--- src/rtl/matrix_op_sequencer.sv ---
// Whole-matrix command sequencer: expands one command into the coprocessor's
// store / exec / load instruction stream and reassembles the 200-bit result.
module matrix_op_sequencer #(
  parameter int unsigned TIMEOUT = 255
) (
  input  logic         i_clk,
  input  logic         i_rst,
  input  logic         i_cmd_valid,
  output logic         o_cmd_ready,
  input  logic [3:0]   i_cmd_op,
  input  logic [1:0]   i_cmd_msize,
  input  logic [199:0] i_cmd_mat_a,
  input  logic [199:0] i_cmd_mat_b,
  output logic [31:0]  o_cop_instr,
  input  logic [31:0]  i_cop_data,
  input  logic         i_cop_ready,
  input  logic         i_cop_ovf,
  output logic         o_res_valid,
  output logic [199:0] o_result,
  output logic         o_ovf,
  output logic         o_err,
  output logic         o_busy
);

  localparam int unsigned MAT_W  = 200;
  localparam int unsigned DATA_W = 16;
  localparam int unsigned CNT_W  = (TIMEOUT > 2) ? $clog2(TIMEOUT) : 1;

  localparam logic [3:0] OPC_STORE_A    = 4'd7;
  localparam logic [3:0] OPC_STORE_B    = 4'd8;
  localparam logic [3:0] OPC_LOAD       = 4'd9;
  localparam logic [3:0] OP_INT_MULT    = 4'd3;
  localparam logic [3:0] OP_MAX         = 4'd6;
  localparam logic [3:0] LAST_STORE_POS = 4'd12;
  localparam logic [3:0] LAST_LOAD_POS  = 4'd6;

  typedef enum logic [1:0] {S_IDLE, S_ISSUE, S_WAIT, S_DONE} state_t;
  typedef enum logic [1:0] {P_STORE_A, P_STORE_B, P_EXEC, P_LOAD} phase_t;

  state_t             r_state, w_state_nxt;
  phase_t             r_phase, w_phase_nxt;
  logic [3:0]         r_pos, w_pos_nxt;
  logic [3:0]         r_op, w_op;
  logic [1:0]         r_msize, w_msize;
  logic [MAT_W-1:0]   r_mat_a, w_mat_a;
  logic [MAT_W-1:0]   r_mat_b, w_mat_b;
  logic [CNT_W-1:0]   r_wcnt, w_wcnt_nxt;
  logic [MAT_W-1:0]   r_stage, w_stage_nxt;
  logic               r_ovf_stage, w_ovf_stage_nxt;
  logic               w_done_ok, w_done_err;
  logic [DATA_W-1:0]  w_data;
  logic [3:0]         w_opc;
  logic [31:0]        w_instr_nxt;

  // Two matrix elements per store word; the 25th element shares its word with zero.
  function automatic logic [DATA_W-1:0] store_data(input logic [MAT_W-1:0] mat,
                                                   input logic [3:0] pos);
    logic [DATA_W-1:0] d;
    d = {mat[7:0], 8'h00};
    for (int k = 0; k < 12; k++) begin
      if (pos == 4'(k)) d = mat[MAT_W-1-16*k -: 16];
    end
    return d;
  endfunction

  always_comb begin : next_state
    w_state_nxt     = r_state;
    w_phase_nxt     = r_phase;
    w_pos_nxt       = r_pos;
    w_wcnt_nxt      = r_wcnt;
    w_stage_nxt     = r_stage;
    w_ovf_stage_nxt = r_ovf_stage;
    w_op            = r_op;
    w_msize         = r_msize;
    w_mat_a         = r_mat_a;
    w_mat_b         = r_mat_b;
    w_done_ok       = 1'b0;
    w_done_err      = 1'b0;
    case (r_state)
      S_IDLE: begin
        if (i_cmd_valid) begin
          w_op        = i_cmd_op;
          w_msize     = i_cmd_msize;
          w_mat_a     = i_cmd_mat_a;
          w_mat_b     = i_cmd_mat_b;
          w_phase_nxt = P_STORE_A;
          w_pos_nxt   = '0;
          if (i_cmd_op > OP_MAX) begin
            w_state_nxt = S_DONE;
            w_done_err  = 1'b1;
          end else begin
            w_state_nxt = S_ISSUE;
          end
        end
      end
      S_ISSUE: begin
        w_state_nxt = S_WAIT;
        w_wcnt_nxt  = '0;
      end
      S_WAIT: begin
        if (i_cop_ready) begin
          w_state_nxt = S_ISSUE;
          w_pos_nxt   = r_pos + 4'd1;
          case (r_phase)
            P_STORE_A: begin
              if (r_pos == LAST_STORE_POS) begin
                w_pos_nxt   = '0;
                w_phase_nxt = (r_op <= OP_INT_MULT) ? P_STORE_B : P_EXEC;
              end
            end
            P_STORE_B: begin
              if (r_pos == LAST_STORE_POS || r_op == OP_INT_MULT) begin
                w_pos_nxt   = '0;
                w_phase_nxt = P_EXEC;
              end
            end
            P_EXEC: begin
              w_ovf_stage_nxt = i_cop_ovf;
              w_pos_nxt       = '0;
              w_phase_nxt     = P_LOAD;
            end
            default: begin
              // Load beats land in a staging copy so an abort never disturbs o_result.
              for (int k = 0; k < 6; k++) begin
                if (r_pos == 4'(k)) w_stage_nxt[MAT_W-1-32*k -: 32] = i_cop_data;
              end
              if (r_pos == LAST_LOAD_POS) begin
                w_stage_nxt[7:0] = i_cop_data[31:24];
                w_state_nxt      = S_DONE;
                w_done_ok        = 1'b1;
              end
            end
          endcase
        end else if (32'(r_wcnt) + 32'd1 >= TIMEOUT) begin
          w_state_nxt = S_DONE;
          w_done_err  = 1'b1;
        end else begin
          w_wcnt_nxt = r_wcnt + CNT_W'(1);
        end
      end
      default: w_state_nxt = S_IDLE;
    endcase
  end

  // Instruction word for the upcoming cycle, registered onto o_cop_instr.
  always_comb begin : instr_build
    w_data      = '0;
    w_opc       = w_op;
    w_instr_nxt = '0;
    case (w_phase_nxt)
      P_STORE_A: begin
        w_opc  = OPC_STORE_A;
        w_data = store_data(w_mat_a, w_pos_nxt);
      end
      P_STORE_B: begin
        w_opc  = OPC_STORE_B;
        w_data = store_data(w_mat_b, w_pos_nxt);
      end
      P_LOAD:  w_opc = OPC_LOAD;
      default: w_opc = w_op;
    endcase
    if (w_state_nxt == S_ISSUE || w_state_nxt == S_WAIT) begin
      w_instr_nxt = {5'b0, w_data, w_opc, w_msize, w_pos_nxt, (w_state_nxt == S_ISSUE)};
    end
  end

  always_ff @(posedge i_clk) begin
    if (i_rst) begin
      r_state     <= S_IDLE;
      r_phase     <= P_STORE_A;
      r_pos       <= '0;
      r_op        <= '0;
      r_msize     <= '0;
      r_mat_a     <= '0;
      r_mat_b     <= '0;
      r_wcnt      <= '0;
      r_stage     <= '0;
      r_ovf_stage <= 1'b0;
      o_cop_instr <= '0;
      o_res_valid <= 1'b0;
      o_result    <= '0;
      o_ovf       <= 1'b0;
      o_err       <= 1'b0;
      o_busy      <= 1'b0;
      o_cmd_ready <= 1'b1;
    end else begin
      r_state     <= w_state_nxt;
      r_phase     <= w_phase_nxt;
      r_pos       <= w_pos_nxt;
      r_op        <= w_op;
      r_msize     <= w_msize;
      r_mat_a     <= w_mat_a;
      r_mat_b     <= w_mat_b;
      r_wcnt      <= w_wcnt_nxt;
      r_stage     <= w_stage_nxt;
      r_ovf_stage <= w_ovf_stage_nxt;
      o_cop_instr <= w_instr_nxt;
      o_res_valid <= w_done_ok | w_done_err;
      o_busy      <= (w_state_nxt != S_IDLE);
      o_cmd_ready <= (w_state_nxt == S_IDLE);
      if (w_done_ok) begin
        o_result <= w_stage_nxt;
        o_ovf    <= r_ovf_stage;
        o_err    <= 1'b0;
      end else if (w_done_err) begin
        o_ovf    <= 1'b0;
        o_err    <= 1'b1;
      end
    end
  end

endmodule
--- config.mk ---
export PLATFORM = sky130hd
export DESIGN_NAME = matrix_op_sequencer
export DESIGN_NICKNAME = d
export VERILOG_FILES = /design/src/rtl/matrix_op_sequencer.sv
export SDC_FILE = /design/constraint.sdc
export NUM_CORES = 2
export LEC_CHECK = 0
export CAP_MARGIN = 20
export CORE_MARGIN = 10
export CORE_UTILIZATION = 35
export DETAILED_ROUTE_END_ITERATION = 16
export PLACE_DENSITY = 0.6
export SETUP_SLACK_MARGIN = 0.3
export SLEW_MARGIN = 15
export SYNTH_ARGS = -nofsm -noshare
export SYNTH_HDL_FRONTEND = slang
export SYNTH_SLANG_ARGS = --single-unit
export TNS_END_PERCENT = 50
--- constraint.sdc ---
create_clock -name i_clk -period 5.35 [get_ports i_clk]
set_clock_uncertainty 0.05 [all_clocks]
set_input_delay 1.605 -clock i_clk [delete_from_list [all_inputs] [get_ports i_clk]]
set_output_delay 1.605 -clock i_clk [all_outputs]
set_load 0.02 [all_outputs]
==> summary.txt <==
Outcome: completed
Ys flop type: dfxtp_1
CP Capture Type: flip-flop
Starting Density: 0.353
Drt pass-1 iters: 6
Met2 Use GR: 0.446
CP required: 5.85 ns
Routed vias/inst: 5.34
Syn_area_per_cell: 9.25 um^2
Final period util: 0.913
Final net count: 4621
Final min period: 4.88 ns
Met3 Resource Use GR: 0.0817
Final Hold Fails: 0
Post-DP HPWL: 112 mm
Clk Latency, worst-skew pair: 0.68 ns
PwrDens: 346 mW/mm^2
Post-CTS Setup Bufs: 0
IO Port Bufs: 674
Cells after Synth: 3559
Static Leakage: 0.0176 uW
Die X: 327 um
Peak VDD IR: 0.000271 V
CTS tree: yes
Count of pins over their slew limit: 0
# hold bufs at CTS: 0
CTS buffer count: 92
WP data arrival: 5.38 ns
Met1 usage: 0.309
Fillers: 8962
Layout cells sized above 1: 0.0780
Vias in the first global route: 28700
DRC: 0
Wirelength per Cell: 27.2 um
Die area: 0.107 mm^2
Vias post-DR: 29400
Max-cap violation count: 0
Row count: 112
Sink Count: 847
RSZ-0062 raised after global routing: no
Drt total wl: 149 mm
Synth warn: 0
Commonest non-fill, non-tap cell in the layout: dfxtp_1
P&R area growth vs syn: 34.2%
Post-Place Cells: 5325
# setup viols final: 0
Worst-Margin Slew: 1.10 ns
Die height: 327 um
IO Pins: 680
Post-CTS sizing: 0
Crit start category: input port
Fin cells: 5501
Gr usage total: 0.266
Global-route wire length before repair: 211 mm
H-tree depth reported by CTS: 3
Final hold slack: 0.404 ns
Most frequent cells in the layout: 847 x dfxtp_1, 673 x clkdlybuf4s50_1, 576 x nand2_1, 435 x nor2_1, 371 x mux2i_1
Register bit total from synthesis: 847
Distinct cell type count after synthesis: 89
Clk buf depth: 3
FMAX: 205 MHz
Sequential cell area: 0.0170 mm^2
Antenna-violating nets left: 0
Sequential fraction of the synthesis area: 0.515
FFs w/ async S/R, synth: 0
Root Buffer: clkbuf_16
CORE AREA: 0.0933 mm^2
GR Overflow Total: 0
Synth Cell Area: 0.0329 mm^2
Slew headroom: 0.249
Tot Pwr: 15300 uW
Gr busiest metal: met2
GPL Wtd Cong: 0.931
Hold Path Class: reg2reg
Largest net degree at the start of global routing: 226
Number of synthesized flops with an enable pin: 0
Highest net fanout along the worst path: 25
DRT iter0 DRCs: 2860
Clk slew on worst S/H paths: 0.06 ns
Area of the multi-input gates: 0.0146 mm^2
CP Class: in2reg
Initial antenna violation count: 14
==> metal layers <==
metal  part of all wire  vias up
li1                   -    13600
met1               0.39    14200
met2               0.47     1240
met3              0.087      304
met4              0.050       16
met5            0.00069        -
==> synth_stat cells (all sizes together), types with 8 or more instances <==
library cell  count  area share
dfxtp           847        0.51
nand2           578       0.066
nor2            446       0.051
mux2i           371        0.11
a21oi           330       0.051
o22a            201       0.054
clkbuf          168       0.019
buf             117       0.022
o21ai            94       0.015
o22ai            62       0.012
nand3            33      0.0053
nor3             28      0.0051
a221oi           25      0.0066
o221ai           18      0.0048
o211ai           17      0.0039
a211oi           14      0.0036
or2              13      0.0025
a22oi            12      0.0033
ha               12      0.0046
inv              11      0.0013
nand4            11      0.0029
and2             10      0.0020
and3              9      0.0019
o32ai             9      0.0026
a22o              8      0.0024
==> power breakdown <==
group	internal [uW]	switching (uW)	total [uW]
Combinational	842	1250	2090
Sequential	6570	87.7	6660
Clock	3820	2720	6550
==> worst paths after layout <==
path	start	to	slack, ns	depth (start not counted)
worst max-delay path	i_cop_ready	o_cop_instr[15]	0.47	13
worst min-delay path	r_mat_b[198]	r_mat_b[198]	0.40	2
worst max register to register	r_pos[0]	o_cop_instr[15]	1.06	13
worst min register to register	r_mat_b[198]	r_mat_b[198]	0.40	2
==> area by class of cell <==
| type | count | share of cell area |
|---|---|---|
| antenna | 4 | 0.000226 |
| inverter | 11 | 0.000934 |
| multi-input combinational | 2420 | 0.331 |
| clock buffer | 133 | 0.0603 |
| tap | 1254 | 0.0355 |
| timing repair buffer | 794 | 0.178 |
| sequential | 847 | 0.384 |
| clock inverter | 38 | 0.0105 |
==> sequential cells by signal, summed over array words and instances (netlist names), 4 cells and up <==
register and flops:
r_wcnt 8, r_mat_a 200, r_stage 192, r_mat_b 200
r_op 4, o_cop_instr 27, o_result 200, r_pos 4
==> kinds of logic after synthesis <==
group / after synthesis / share of synthesized area
buf+inv: 296 / 0.0429
compound gates: 856 / 0.176
fa+ha+maj: 12 / 0.00456
flops: 847 / 0.515
mux: 372 / 0.113
other cells: 1 / 0.000114
simple gates: 1175 / 0.149
==> worst max-delay path, stage by stage <==
cell and delay [ns]:
clkdlybuf4s50_1 0.60, buf_4 0.27, a21bo_1 0.27, a21o_1 0.21, o22a_4 0.31, nand4_1 0.30
buf_12 0.24, o22ai_1 0.12, o21ai_0 0.32, nor4b_1 0.56, buf_4 0.22, o21ai_1 0.07
a32o_1 0.25
==> through the flow <==
| stage | worst slack, ns | TNS (ns) | utilization | instance area [um^2] |
|---|---|---|---|---|
| 2_1_floorplan | 0.647 | 0 | - | 33000 |
| 3_3_place_gp | -0.179 | -0.396 | 0.440 | 41000 |
| 3_5_place_dp | -0.229 | -0.607 | 0.440 | 41000 |
| 4_1_cts | 0.457 | 0 | 0.473 | 44200 |
| 5_1_grt | 0.369 | 0 | 0.474 | 44200 |
| 6_report | 0.467 | 0 | 0.474 | 44200 |
Power figures use the tool's default switching activity.
